`src/rtl/alu_requester.sv`:
```
// Command-side initiator for the iterative 32-bit ALU: accepts one command at a time,
// sequences the ALU operation/busy handshake and returns the captured result with tag and status.
module alu_requester #(
   parameter int          TAG_W   = 4,
   parameter int          TIMEOUT = 48,
   parameter logic [2:0]  IDLE_OP = 3'b111
) (
   input  logic             clk,
   input  logic             rst,
   input  logic             cmd_valid,
   output logic             cmd_ready,
   input  logic [2:0]       cmd_op,
   input  logic [31:0]      cmd_a,
   input  logic [31:0]      cmd_b,
   input  logic [TAG_W-1:0] cmd_tag,
   output logic [31:0]      alu_operandA,
   output logic [31:0]      alu_operandB,
   output logic [2:0]       alu_operation,
   output logic             alu_operation_valid,
   input  logic             alu_busy,
   input  logic [63:0]      alu_result,
   output logic             rsp_valid,
   input  logic             rsp_ready,
   output logic [63:0]      rsp_result,
   output logic [TAG_W-1:0] rsp_tag,
   output logic             rsp_err,
   output logic             rsp_timeout
);

   localparam int CNT_W = $clog2(TIMEOUT + 1);

   typedef enum logic [2:0] {
      S_IDLE,
      S_ISSUE,
      S_ADDCAP,
      S_HOLD,
      S_WAIT,
      S_RESP
   } state_t;

   state_t             state, state_d;
   logic [CNT_W-1:0]   wait_cnt, wait_cnt_d;
   logic [31:0]        opa_d, opb_d;
   logic [2:0]         op_d;
   logic               opv_d;
   logic               rsp_valid_d, rsp_err_d, rsp_timeout_d;
   logic [63:0]        rsp_result_d;
   logic [TAG_W-1:0]   rsp_tag_d;

   assign cmd_ready = (state == S_IDLE);

   always_ff @(posedge clk or negedge rst) begin
      if (!rst) begin
         state               <= S_IDLE;
         wait_cnt            <= '0;
         alu_operandA        <= '0;
         alu_operandB        <= '0;
         alu_operation       <= IDLE_OP;
         alu_operation_valid <= 1'b0;
         rsp_valid           <= 1'b0;
         rsp_result          <= '0;
         rsp_tag             <= '0;
         rsp_err             <= 1'b0;
         rsp_timeout         <= 1'b0;
      end else begin
         state               <= state_d;
         wait_cnt            <= wait_cnt_d;
         alu_operandA        <= opa_d;
         alu_operandB        <= opb_d;
         alu_operation       <= op_d;
         alu_operation_valid <= opv_d;
         rsp_valid           <= rsp_valid_d;
         rsp_result          <= rsp_result_d;
         rsp_tag             <= rsp_tag_d;
         rsp_err             <= rsp_err_d;
         rsp_timeout         <= rsp_timeout_d;
      end
   end

   // Outputs are registered: each branch sets the values seen in the *next* state.
   always_comb begin
      state_d       = state;
      wait_cnt_d    = wait_cnt;
      opa_d         = alu_operandA;
      opb_d         = alu_operandB;
      op_d          = alu_operation;
      opv_d         = alu_operation_valid;
      rsp_valid_d   = rsp_valid;
      rsp_result_d  = rsp_result;
      rsp_tag_d     = rsp_tag;
      rsp_err_d     = rsp_err;
      rsp_timeout_d = rsp_timeout;

      case (state)
         S_IDLE: begin
            if (cmd_valid) begin
               rsp_tag_d     = cmd_tag;
               wait_cnt_d    = '0;
               rsp_timeout_d = 1'b0;
               if (cmd_op[2]) begin
                  rsp_err_d    = 1'b1;
                  rsp_result_d = '0;
                  rsp_valid_d  = 1'b1;
                  state_d      = S_RESP;
               end else begin
                  rsp_err_d = 1'b0;
                  op_d      = cmd_op;
                  opv_d     = 1'b1;
                  opa_d     = cmd_a;
                  opb_d     = cmd_b;
                  state_d   = S_ISSUE;
               end
            end
         end
         S_ISSUE: begin
            if (alu_operation[1]) begin
               state_d = S_HOLD;
            end else begin
               op_d    = IDLE_OP;
               opv_d   = 1'b0;
               state_d = S_ADDCAP;
            end
         end
         S_ADDCAP: begin
            rsp_result_d = alu_result;
            rsp_valid_d  = 1'b1;
            opa_d        = '0;
            opb_d        = '0;
            state_d      = S_RESP;
         end
         S_HOLD: begin
            // Drop mul/div before the ALU can finish so it never restarts on completion.
            op_d  = IDLE_OP;
            opv_d = 1'b0;
            if (!alu_busy) begin
               rsp_timeout_d = 1'b1;
               rsp_result_d  = '0;
               rsp_valid_d   = 1'b1;
               opa_d         = '0;
               opb_d         = '0;
               state_d       = S_RESP;
            end else begin
               state_d = S_WAIT;
            end
         end
         S_WAIT: begin
            wait_cnt_d = wait_cnt + CNT_W'(1);
            if (!alu_busy) begin
               rsp_result_d = alu_result;
               rsp_valid_d  = 1'b1;
               opa_d        = '0;
               opb_d        = '0;
               state_d      = S_RESP;
            end else if (wait_cnt_d == CNT_W'(TIMEOUT)) begin
               rsp_timeout_d = 1'b1;
               rsp_result_d  = '0;
               rsp_valid_d   = 1'b1;
               opa_d         = '0;
               opb_d         = '0;
               state_d       = S_RESP;
            end
         end
         S_RESP: begin
            if (rsp_ready) begin
               rsp_valid_d = 1'b0;
               state_d     = S_IDLE;
            end
         end
         default: state_d = S_IDLE;
      endcase
   end

endmodule

```
`config.mk`:
```
export PLATFORM = sky130hd
export DESIGN_NAME = alu_requester
export DESIGN_NICKNAME = d
export VERILOG_FILES = /design/src/rtl/alu_requester.sv
export SDC_FILE = /design/constraint.sdc
export NUM_CORES = 1
export LEC_CHECK = 0
export CAP_MARGIN = 20
export CORE_MARGIN = 2
export CORE_UTILIZATION = 37
export CTS_CLUSTER_DIAMETER = 120
export DETAILED_ROUTE_END_ITERATION = 10
export PLACE_DENSITY = 0.73
export SYNTH_ARGS = -nofsm -noshare
export SYNTH_HDL_FRONTEND = slang
export SYNTH_SLANG_ARGS = --single-unit
```
`constraint.sdc`:
```
create_clock -name clk -period 4.9 [get_ports clk]
set_clock_uncertainty 0.2 [all_clocks]
set_input_delay 0.735 -clock clk [delete_from_list [all_inputs] [get_ports clk]]
set_output_delay 0.735 -clock clk [all_outputs]
set_load 0.02 [all_outputs]
```
==> metrics.md <==
| Metric | Value |
|---|---|
| Yosys cell types | `40` |
| Worst Path Required | `around 4 ns` |
| Fin. max-slew vios | `0` |
| DRC Markers | `0` |
| Leading cell types by count after synthesis | `145 x dfrtp_1, 80 x nand2_1, 69 x inv_1` |
| Ant. Diodes | `0` |
| Area Growth Syn to Fin | `58.1%` |
| Clock network latency to the later pin of the worst-skew pair | `about 0.4 ns` |
| Sequential area share after synthesis | `60.3%` |
| Vias in the first global route | `5182` |
| CTS root buffer | `clkbuf_16` |
| H-tree levels | `4` |
| CP Max Fanout | `16` |
| Max-slew headroom | `27.5%` |
| Area share of the largest cell type after synthesis | `about three fifths` |
| Min cycle time layout | `approximately 3.0 ns` |
| CORE AREA | `16400 um^2` |
| FP Rows | `47` |
| Sequential Area | `3710 um^2` |
| Die X | `between 100 and 150 um` |
| Synth area leaders | `dfrtp_1 59%, mux2i_1 11%, a22o_1 9.1%` |
| Most common cell in the netlist | `dfrtp_1` |
| Buffer depth of the longest clock path | `2` |
| Final design utilization | `between 50% and 60%` |
| RePlAce Congestion | `roughly 0.83` |
| Die Ht | `133 um` |
| CTS-repair resized insts | `0` |
| CTS buffer count | `17` |
| Run status | `finished clean` |
| Final HPWL from detailed placement | `12000 um` |
| CP endpoint kind | `primary output` |
| Worst vdd ir | `0.425 mV` |
| Type of origin of the critical path | `register` |
| Routed WL per cell | `16.4 um` |
| Yosys warnings | `0` |
| Via count | `4975` |
| Clock-pin slew on the worst setup and hold paths | `approximately 0.060 ns` |
| Max Cap Viol | `0` |
| Depth of the most critical reg-to-reg path | `5` |
| Initial antenna violation count | `0` |
| Hold Fails Final Rpt | `0` |
| Kind of critical path | `reg -> out` |
| Drt first pass iters | `4` |
| Number of enable flip-flop cells after synthesis | `0` |
| WP data arrival | `around 2.1 ns` |
| Final period util | `61.1%` |
| CTS tree | `built` |
| Final total power | `7060 uW` |
| First-pass GRT wire length | `roughly 27000 um` |
| DP Area | `9100 um^2` |
| Pwr Density | `slightly above 700 nW/um^2` |
| Ys async rst share | `100%` |
| Worst Hold Class | `in -> async` |
| Initial Util | `a little under two fifths` |
| Setup TNS Final | `0 ns` |
| Nets@finish | `943` |
| Routed wire length | `17000 um` |
| Largest net degree at the start of global routing | `66` |
| IO Port Bufs | `279` |
| Unrepaired setup endpoints after global routing | `no` |
| CTS Hold Bufs | `0` |
| DRT iter0 DRCs | `243` |
| Tot GR Track Use | `19.4%` |
| # setup viols final | `0` |
| Post-route cell area | `9720 um^2` |
| Area of the multi-input gates | `1990 um^2` |
| Syn_nets | `668` |
| Dominant cell type by area after synthesis | `dfrtp_1` |
| Fraction of layout cells with a size suffix above 1 | `under 10%` |
| Fmax | `334 MHz` |
| Vias per Instance | `a little under 5` |
| I/O pin total | `280` |
| Postcts setup bufs | `0` |
| Worst-Margin Slew | `1.09 ns` |
| Global route overflow | `0` |
| Top FF cell, synth | `dfrtp_1` |
| Mapped Cells | `527` |
| Syn Area/Cell | `about 12 um^2` |
| DRT antenna net count | `0` |
| Die area | `between 15000 and 20000 um^2` |
| FF+latch count, synth | `roughly 150` |
| Setup ws final | `between 1.5 and 2 ns` |
| Syn Std Cell Area | `6150 um^2` |
| # fillers | `~1300` |
| Leak | `0.00442 uW` |
| CTS sink cnt | `148` |
| Pre-CTS setup slack | `about 1.6 ns` |
cell families after synthesis:
kind of cell | synth area share (%)
muxes | 11.7
adders and majority gates | 0.204
buffers and inverters | 7.76
and+or+nand+nor | 7.31
DFF | 60.3
AOI/OAI and AO/OA | 12.7
layout by cell type (no fill, tap or decap), drive strengths merged, types with 6 or more instances in the layout:
cell type	count
a21oi	7
a22o	64
buf	9
clkbuf	20
clkdlybuf4s50	278
dfrtp	145
inv	71
mux2	6
mux2i	65
nand2	80
nor2	10
o21ai	16
report_power, final:
group	internal [uW]	leakage, uW	switching [uW]	total (uW)
registers	1770	0.00187	357	2130
clock network	815	0.000286	509	1320
logic	1720	0.00226	1890	3610
path summary, 6_finish.rpt:
kind | start | end | slack [ns]
setup reg to reg | state[2] | rsp_result[44] | 2.03
max in group asynchronous | rst | wait_cnt[3] | 3.39
hold / removal | rst | alu_operandB[12] | 0.07
setup / recovery | state[1] | cmd_ready | 1.91
min in group clk | alu_operation[2] | alu_operation[2] | 0.27
hold reg to reg | alu_operation[2] | alu_operation[2] | 0.27
per-layer routing:
metal,vias to the layer above,wire (um),GRT usage (%)
li1,2330,-,-
met3,26,1320,6.13
met4,0,365,7.89
met1,2392,7310,24.5
met5,-,0,0
met2,227,8030,31.2
critical path: stages, from the launching register on:
cell             delay [ns]
dfrtp_1                0.58
nor3_1                 0.26
buf_4                  0.19
clkdlybuf4s50_1        0.61
registers in the layout, indices dropped and copies added, names as in the netlist, 3 cells and up:
name           flops
alu_operandA      32
alu_operandB      32
alu_operation      3
rsp_result        64
rsp_tag            4
state              3
wait_cnt           6
through the flow:
step,cells,hold slack [ns]
global route,1035,0.0851
finish,1035,0.0678
detailed placement,1002,0.257
floorplan,527,0.239
global placement,1002,0.261
CTS,1034,0.0655
layout make-up:
cell class                 count  area share (%)
clock buffer                  20            4.60
clock inverter                12            1.58
timing repair buffer         287            29.6
tap                          220            2.83
sequential                   148            38.1
inverter                      70            2.70
multi-input combinational    278            20.5
Note: power is estimated with default switching activity, not from simulation.
